===== src/rtl/alu_bus_master.sv =====
// Bus initiator for the Argon ALU: latches flags/operands/opcode over the
// shared command bus, reads back Y and flags, and holds them on a response port.

package alu_bus_master_pkg;
   localparam int WORDSIZE = 16;
   typedef logic [WORDSIZE-1:0] word_t;

   // com_none decodes to no ALU action; the bus idles on it
   typedef enum logic [2:0] {
      com_none    = 3'd0,
      com_latchF  = 3'd1,
      com_latchA  = 3'd2,
      com_latchB  = 3'd3,
      com_latchOp = 3'd4,
      com_outputY = 3'd5,
      com_outputF = 3'd6
   } command_t;

   localparam logic [3:0] ALU_ADD = 4'h0;
   localparam logic [3:0] ALU_ADC = 4'h1;
   localparam logic [3:0] ALU_SUB = 4'h2;
   localparam logic [3:0] ALU_SBC = 4'h3;
   localparam logic [3:0] ALU_AND = 4'h4;
   localparam logic [3:0] ALU_OR  = 4'h5;
   localparam logic [3:0] ALU_XOR = 4'h6;
   localparam logic [3:0] ALU_CMP = 4'h7;

   localparam int F_CARRY   = 0;
   localparam int F_ZERO    = 1;
   localparam int F_GREATER = 2;
   localparam int F_EQUAL   = 3;
   localparam int F_LESS    = 4;
endpackage

// Handshakes: a request transfers on the rising edge where req_valid & req_ready
// (req_ready only in IDLE); a response transfers where rsp_valid & rsp_ready
// (rsp_valid only in RESP). Either side may hold valid/ready without side effects.
module alu_bus_master
   import alu_bus_master_pkg::*;
(
   input  logic        i_Clk,
   input  logic        i_Reset,
   input  logic        req_valid,
   output logic        req_ready,
   input  logic [3:0]  req_op,
   input  word_t       req_a,
   input  word_t       req_b,
   input  logic        req_flags_load,
   input  word_t       req_flags,
   output logic        rsp_valid,
   input  logic        rsp_ready,
   output word_t       rsp_result,
   output word_t       rsp_flags,
   output logic        rsp_err,
   output word_t       txn_count,
   output command_t    bus_command,
   output logic        bus_i_valid,
   output word_t       bus_i_data,
   input  word_t       bus_o_data,
   input  logic        bus_o_valid,
   output logic [2:0]  dbg_state
);

   typedef enum logic [2:0] {
      S_IDLE     = 3'd0,
      S_LATCH_F  = 3'd1,
      S_LATCH_A  = 3'd2,
      S_LATCH_B  = 3'd3,
      S_LATCH_OP = 3'd4,
      S_READ_Y   = 3'd5,
      S_READ_F   = 3'd6,
      S_RESP     = 3'd7
   } state_t;

   state_t     r_state, w_state_next;
   logic       w_accept;
   logic [3:0] r_op;
   word_t      r_a, r_b, r_flags_in;
   word_t      r_result, r_flags, r_txn;
   logic       r_err;
   command_t   r_command, w_command;
   logic       r_i_valid, w_i_valid;
   word_t      r_i_data, w_i_data;
   word_t      w_a_src, w_flags_src;

   always_comb begin
      w_state_next = r_state;
      w_accept     = 1'b0;
      case (r_state)
         S_IDLE: begin
            if (req_valid) begin
               w_accept     = 1'b1;
               w_state_next = req_flags_load ? S_LATCH_F : S_LATCH_A;
            end
         end
         S_LATCH_F:  w_state_next = S_LATCH_A;
         S_LATCH_A:  w_state_next = S_LATCH_B;
         S_LATCH_B:  w_state_next = S_LATCH_OP;
         S_LATCH_OP: w_state_next = S_READ_Y;
         S_READ_Y:   w_state_next = S_READ_F;
         S_READ_F:   w_state_next = S_RESP;
         S_RESP:     if (rsp_ready) w_state_next = S_IDLE;
         default:    w_state_next = S_IDLE;
      endcase
   end

   // Bus drive is computed from the next state so the registered bus lines
   // line up with r_state; on the acceptance edge the data comes from req_*.
   assign w_a_src     = w_accept ? req_a : r_a;
   assign w_flags_src = w_accept ? req_flags : r_flags_in;

   always_comb begin
      w_command = com_none;
      w_i_valid = 1'b0;
      w_i_data  = '0;
      case (w_state_next)
         S_LATCH_F:  begin w_command = com_latchF;  w_i_valid = 1'b1; w_i_data = w_flags_src; end
         S_LATCH_A:  begin w_command = com_latchA;  w_i_valid = 1'b1; w_i_data = w_a_src; end
         S_LATCH_B:  begin w_command = com_latchB;  w_i_valid = 1'b1; w_i_data = r_b; end
         S_LATCH_OP: begin w_command = com_latchOp; w_i_valid = 1'b1; w_i_data = {12'h000, r_op}; end
         S_READ_Y:   w_command = com_outputY;
         S_READ_F:   w_command = com_outputF;
         default:    w_command = com_none;
      endcase
   end

   always_ff @(posedge i_Clk) begin
      if (i_Reset) begin
         r_state    <= S_IDLE;
         r_op       <= '0;
         r_a        <= '0;
         r_b        <= '0;
         r_flags_in <= '0;
         r_result   <= '0;
         r_flags    <= '0;
         r_err      <= 1'b0;
         r_txn      <= '0;
         r_command  <= com_none;
         r_i_valid  <= 1'b0;
         r_i_data   <= '0;
      end else begin
         r_state   <= w_state_next;
         r_command <= w_command;
         r_i_valid <= w_i_valid;
         r_i_data  <= w_i_data;
         if (w_accept) begin
            r_op       <= req_op;
            r_a        <= req_a;
            r_b        <= req_b;
            r_flags_in <= req_flags;
            r_err      <= 1'b0;
         end
         if (r_state == S_READ_Y) begin
            r_result <= bus_o_data;
            if (!bus_o_valid) r_err <= 1'b1;
         end
         if (r_state == S_READ_F) begin
            r_flags <= bus_o_data;
            if (!bus_o_valid) r_err <= 1'b1;
         end
         if (r_state == S_RESP && rsp_ready) r_txn <= r_txn + 16'd1;
      end
   end

   assign req_ready   = (r_state == S_IDLE);
   assign rsp_valid   = (r_state == S_RESP);
   assign rsp_result  = r_result;
   assign rsp_flags   = r_flags;
   assign rsp_err     = r_err;
   assign txn_count   = r_txn;
   assign bus_command = r_command;
   assign bus_i_valid = r_i_valid;
   assign bus_i_data  = r_i_data;
   assign dbg_state   = r_state;

endmodule


===== config.mk =====
export PLATFORM = sky130hd
export DESIGN_NAME = alu_bus_master
export DESIGN_NICKNAME = d
export VERILOG_FILES = /design/src/rtl/alu_bus_master.sv
export SDC_FILE = /design/constraint.sdc
export NUM_CORES = 1
export LEC_CHECK = 0
export CAP_MARGIN = 0
export CORE_MARGIN = 8
export CORE_UTILIZATION = 45
export CTS_BUF_LIST = sky130_fd_sc_hd__clkbuf_8
export DETAILED_ROUTE_END_ITERATION = 16
export GPL_TIMING_DRIVEN = 0
export HOLD_SLACK_MARGIN = 0.08
export PLACE_DENSITY = 0.79
export SKIP_CTS_REPAIR_TIMING = 1
export SLEW_MARGIN = 10
export SYNTH_ARGS = -nofsm -noshare
export SYNTH_HDL_FRONTEND = slang
export SYNTH_SLANG_ARGS = --single-unit

===== constraint.sdc =====
create_clock -name i_Clk -period 3.1 [get_ports i_Clk]
set_input_delay 0.465 -clock i_Clk [delete_from_list [all_inputs] [get_ports i_Clk]]
set_output_delay 0.465 -clock i_Clk [all_outputs]
set_load 0.01 [all_outputs]

==> results of run 1 <==
cells in the mapped netlist, types with 2 or more instances:
master,number,share of area
a22oi_1,12,0.022
inv_1,8,0.0072
nor4_1,2,0.0030
buf_2,9,0.011
buf_6,2,0.0054
nor2_1,42,0.038
clkbuf_1,21,0.019
buf_1,2,0.0018
o21ai_0,2,0.0024
mux2_1,3,0.0081
a211oi_1,2,0.0036
nor3_1,8,0.0096
and4_1,2,0.0042
o22ai_1,16,0.024
nand2_1,111,0.10
nand4_1,2,0.0030
a21oi_1,66,0.080
nand2b_1,4,0.0060
dfxtp_1,108,0.52
nor2b_1,3,0.0045
mux2i_1,20,0.048
nand4_2,2,0.0060
a21o_1,2,0.0036
xnor2_1,8,0.017
or3_1,2,0.0030
nand3_1,8,0.0096
metrics by stage:
step                      cell area [um^2]  instances    util  power, uW  worst slack, ns
after global routing                  5939        757  0.6521       2870           0.5262
after floorplan                       4150        483       -       1741            1.357
after CTS                             5939        757  0.6521       2756           0.6380
after global placement                5761        741  0.6324       1964           0.5945
after detailed placement              5761        741  0.6324       1975           0.5487
final                                 5939        757  0.6521       2741           0.6513
sequential cells by signal, summed over array words and instances, names as in the netlist:
register / cells
bus_command: 3
bus_i_data: 16
bus_i_valid: 1
dbg_state: 3
r_a: 16
r_b: 16
r_op: 4
rsp_err: 1
rsp_flags: 16
rsp_result: 16
txn_count: 16
how the worst max path moves through the flow:
stage	from	to	slack [ns]	depth (start not counted)
final	dbg_state[2]	rsp_valid	0.65	4
after global routing	dbg_state[2]	rsp_valid	0.53	4
after CTS	dbg_state[2]	rsp_valid	0.64	4
after detailed placement	i_Reset	r_a[12]	0.55	5
after global placement	i_Reset	r_a[11]	0.59	5
after floorplan	txn_count[0]	txn_count[12]	1.36	5
logic make-up (layout without fill, tap and decap cells):
| kind of cell | count (synthesis) | after routing | share of synthesized area |
|---|---|---|---|
| adder cells (fa/ha/maj) | 1 | 1 | 0.003014 |
| AO/OA/AOI/OAI | 105 | 105 | 0.1444 |
| AND/OR/NAND/NOR | 194 | 194 | 0.2101 |
| multiplexers | 23 | 23 | 0.05638 |
| flip-flops | 108 | 108 | 0.5210 |
| buffers and inverters | 43 | 206 | 0.04613 |
| XOR/XNOR | 9 | 9 | 0.01899 |
worst register-to-register path, stage by stage (launching register included):
cell and delay (ns):
dfxtp_1 0.51, nand2_1 0.22, nor2_1 0.44, clkbuf_1 0.42
nand2_1 0.12, a21oi_1 0.13
area by class of cell:
type                            instances  area (um^2)  share of cell area
Buffer                                 35        161.4             0.02718
Clock buffer                           10        137.6             0.02317
Clock inverter                          6        41.29            0.006952
Inverter                                8        30.03            0.005056
Multi-Input combinational cell        332         1797              0.3025
Sequential cell                       108         2162              0.3640
Tap cell                              111        138.9             0.02338
Timing Repair Buffer                  147         1471              0.2477
metal layers:
metal  GRT usage  vias up
met5           0        -
met4     0.06924        0
met3     0.05046       18
met2      0.3429      135
met1      0.2407     1795
li1            -     1940
where the power goes:
group	total, uW	leakage, uW	internal, uW	switching, uW
Clock	795	0.0000955	315	479
Sequential	1480	0.000878	1450	29.8
Combinational	463	0.00111	231	232
Total	2740	0.00209	2000	741
==> results.sh, run 1 <==
export IMPL_crit_fanout=10
export IMPL_io_buffers=147
export IMPL_ant_nets=0
export IMPL_syn_num_nets=558
export IMPL_avgSynthCellArea_um2=8.593
export IMPL_final_common_cell="clkdlybuf4s50_1"
export IMPL_drive_above_1_share=0.05108
export IMPL_pin_count=148
export IMPL_ys_flop_type="dfxtp_1"
export IMPL_fin_nets=716
export IMPL_grt_pass1_wl_um=20310
export IMPL_drt_initial_drc_count=258
export IMPL_critical_path_class="flip-flop to output pin"
export IMPL_netlist_cell_type_count=42
export IMPL_wl_per_cell_um=16.90
export IMPL_drt_first_pass_iters=5
export IMPL_drt_met1_wl_um=5619
export IMPL_r2r_start="dbg_state[2]"
export IMPL_fin_crit_ns=2.449
export IMPL_whs_ns=0.4546
export IMPL_cts_root_buf="clkbuf_8"
export IMPL_final_setup_viol_count=0
export IMPL_start_util=0.4556
export IMPL_grt_pass1_vias=3872
export IMPL_fin_skew_ns=0.01622
export IMPL_synthCells=483
export IMPL_rows=35
export IMPL_cp_arrival_ns=1.98
export IMPL_required_ns=2.63
export IMPL_drt_wl_total_um=12790
export IMPL_areaGrowthSynthToFinish_pct=43.11
export IMPL_worst_path_dominant_cell_family="buffers and inverters"
export IMPL_grt_usage=0.2008
export IMPL_wl_met3_um=837
export IMPL_critPathSlowestCell="clkdlybuf4s50_1"
export IMPL_crit_buf_inv=3
export IMPL_hold_path_end="rsp_err"
export IMPL_h_tree_depth=3
export IMPL_max_freq_ghz=0.4084
export IMPL_slew_violations=0
export IMPL_fin_tns_setup_ns=0
export IMPL_drc=0
export IMPL_cts_path_max_buffers=2
export IMPL_core_um2=9109
export IMPL_grt_max_degree=18
export IMPL_die_area_um2=12550
export IMPL_min_from="rsp_err"
export IMPL_cellPowerDensity_nw_per_um2=461.5
export IMPL_synth_edf_count=0
export IMPL_nFillCells=777
export IMPL_path_cells="buf_2 -> inv_1 -> nor3_1 -> clkdlybuf4s50_1"
export IMPL_startpoint_type="flip-flop"
export IMPL_dp_hpwl_um=9831
export IMPL_timing_rr_end="rsp_flags[6]"
export IMPL_die_width_um=112.0
export IMPL_antenna_found_initial=0
export IMPL_hold_depth=2
export IMPL_dr_max_layer_used="met4"
export IMPL_p_leak_uw=0.002087
export IMPL_peakVddDrop_uv=232.9
export IMPL_insertion_delay_ns=0.37
export IMPL_r2r_slack_ns=1.19
export IMPL_vias=3888
export IMPL_cts_sinks=108
export IMPL_diodes=0
export IMPL_synth_seq_cells=108
export IMPL_rsz0062_at_grt="no"
export IMPL_place_congestion=0.8037
export IMPL_cts_tree="yes"
export IMPL_ff2ff_path_depth=5
export IMPL_maxCapViolCount=0
export IMPL_netlist_area_um2=4150
export IMPL_path_clk_slew_ns=0.10
export IMPL_yosysSeqAreaShare=0.5210
export IMPL_overflow=0
export IMPL_routed_wl_met2_um=6091
export IMPL_slew_headroom=0.5957
export IMPL_crit_path_end_kind="output pin"
export IMPL_hold_violations=0
export IMPL_vias_per_cell=5.136
export IMPL_die_h_um=112.0
export IMPL_ys_warnings_count=0
export IMPL_outcome="finished clean"
export IMPL_worst_slew_pin_slew_ns=0.6024
export IMPL_numCtsBuffers=9
export IMPL_hold_class="flip-flop to flip-flop"
export IMPL_async_flop_share=0
export IMPL_timing_final_crit_share=0.7899
export IMPL_final_cell_mix="clkdlybuf4s50_1, nand2_1, dfxtp_1"
export IMPL_critPathMaxStageDelay_ns=0.60
Power figures use the tool's default switching activity.
==> inputs of run 2 (changes only) <==
Clock period 3.1 ns to 2.3 ns, I/O delays scaled along.
==> results.sh, run 2 (synthesis results as in run 1) <==
export IMPL_grt_usage=0.2008
export IMPL_vias=3890
export IMPL_crit_path_end_kind="flip-flop"
export IMPL_io_buffers=147
export IMPL_fin_crit_ns=2.059
export IMPL_overflow=0
export IMPL_rows=35
export IMPL_p_total_uw=3695
export IMPL_max_freq_ghz=0.4856
export IMPL_fin_skew_ns=0.01614
export IMPL_vias_per_cell=5.139
export IMPL_hold_depth=2
export IMPL_wl_per_cell_um=16.90
export IMPL_outcome="finished clean"
export IMPL_final_setup_viol_count=0
export IMPL_timing_final_crit_share=0.8953
export IMPL_cellPowerDensity_nw_per_um2=621.7
export IMPL_hold_class="flip-flop to flip-flop"
export IMPL_drt_first_pass_iters=5
export IMPL_drt_wl_total_um=12800
export IMPL_fin_util=0.6526
export IMPL_cts_tree="yes"
export IMPL_peakVddDrop_uv=314.1
export IMPL_grt_max_degree=18
export IMPL_final_cell_mix="clkdlybuf4s50_1, nand2_1, dfxtp_1"
export IMPL_h_tree_depth=3
export IMPL_die_h_um=112.0
export IMPL_path_clk_slew_ns=0.09
export IMPL_cp_arrival_ns=2.29
export IMPL_ff2ff_path_depth=5
export IMPL_drive_above_1_share=0.05418
export IMPL_startpoint_type="input port"
export IMPL_final_common_cell="clkdlybuf4s50_1"
export IMPL_die_width_um=112.0
export IMPL_grt_pass1_wl_um=20310
export IMPL_worst_slew_pin_slew_ns=0.6108
export IMPL_cts_path_max_buffers=2
export IMPL_insertion_delay_ns=0.37
export IMPL_antenna_found_initial=0
export IMPL_hold_violations=0
export IMPL_required_ns=2.53
export IMPL_areaGrowthSynthToFinish_pct=43.23
export IMPL_fin_cells=757
export IMPL_pin_count=148
export IMPL_maxCapViolCount=0
export IMPL_place_inst=741
export IMPL_slew_violations=0
export IMPL_diodes=0
export IMPL_numCtsBuffers=9
export IMPL_drc=0
export IMPL_start_util=0.4556
export IMPL_fin_nets=716
export IMPL_die_area_um2=12550
export IMPL_p_leak_uw=0.002107
export IMPL_cts_sinks=108
export IMPL_drt_initial_drc_count=249
export IMPL_crit_fanout=10
export IMPL_slew_headroom=0.5901
export IMPL_ant_nets=0
export IMPL_grt_pass1_vias=3872
export IMPL_dp_hpwl_um=9831
export IMPL_rsz0062_at_grt="no"
export IMPL_cts_root_buf="clkbuf_8"
export IMPL_nFillCells=778
export IMPL_place_congestion=0.8037
export IMPL_critical_path_class="input port to flip-flop"
export IMPL_core_um2=9109
run 2: cell count changes in the layout (fill, tap and decap cells not counted):
cell             delta
dfxtp_2             +2
dlymetal6s2s_1      +1
clkdlybuf4s50_1     -1
dfxtp_1             -2
run 2: routing by layer:
metal | wire length [um] | track usage
met1 | 5639 | 0.2407
met2 | 6098 | 0.3429
met3 | 814 | 0.05046
met4 | 243 | 0.06924
met5 | 0 | 0
run 2: critical path: stages:
cell,delay [ns]
clkdlybuf4s50_1,0.55
clkbuf_1,0.41
clkbuf_1,0.43
buf_1,0.46
a21oi_1,0.08
run 2: cell type report:
cell class                      instances  area [um^2]  area share
Tap cell                              111        138.9     0.02336
Clock inverter                          6        41.29    0.006946
Clock buffer                           10        137.6     0.02315
Multi-Input combinational cell        332         1797      0.3023
Inverter                                8        30.03    0.005052
Buffer                                 35        161.4     0.02715
Sequential cell                       108         2165      0.3641
Timing Repair Buffer                  147         1474      0.2479
run 2: through the flow:
stage | setup slack (ns) | hold slack, ns | cell area (um^2) | TNS (ns)
2_1_floorplan | 0.5567 | 0.4357 | 4150 | 0
3_3_place_gp | -0.08553 | 0.4414 | 5761 | -3.227
3_5_place_dp | -0.1313 | 0.4464 | 5761 | -7.265
4_1_cts | -0.04196 | 0.4587 | 5939 | -0.04196
5_1_grt | 0.06128 | 0.4760 | 5944 | 0
6_report | 0.2409 | 0.4546 | 5944 | 0
run 2: path summary, 6_finish.rpt:
path / startpoint / to / slack (ns)
setup reg to reg: txn_count[0] / txn_count[12] / 0.40
hold reg to reg: rsp_err / rsp_err / 0.45
hold / removal: rsp_err / rsp_err / 0.45
setup / recovery: i_Reset / txn_count[10] / 0.24
run 2: where the power goes:
part | internal, uW | switching, uW | total (uW)
clock network | 425 | 646 | 1070
logic | 312 | 313 | 625
registers | 1960 | 40.2 | 2000
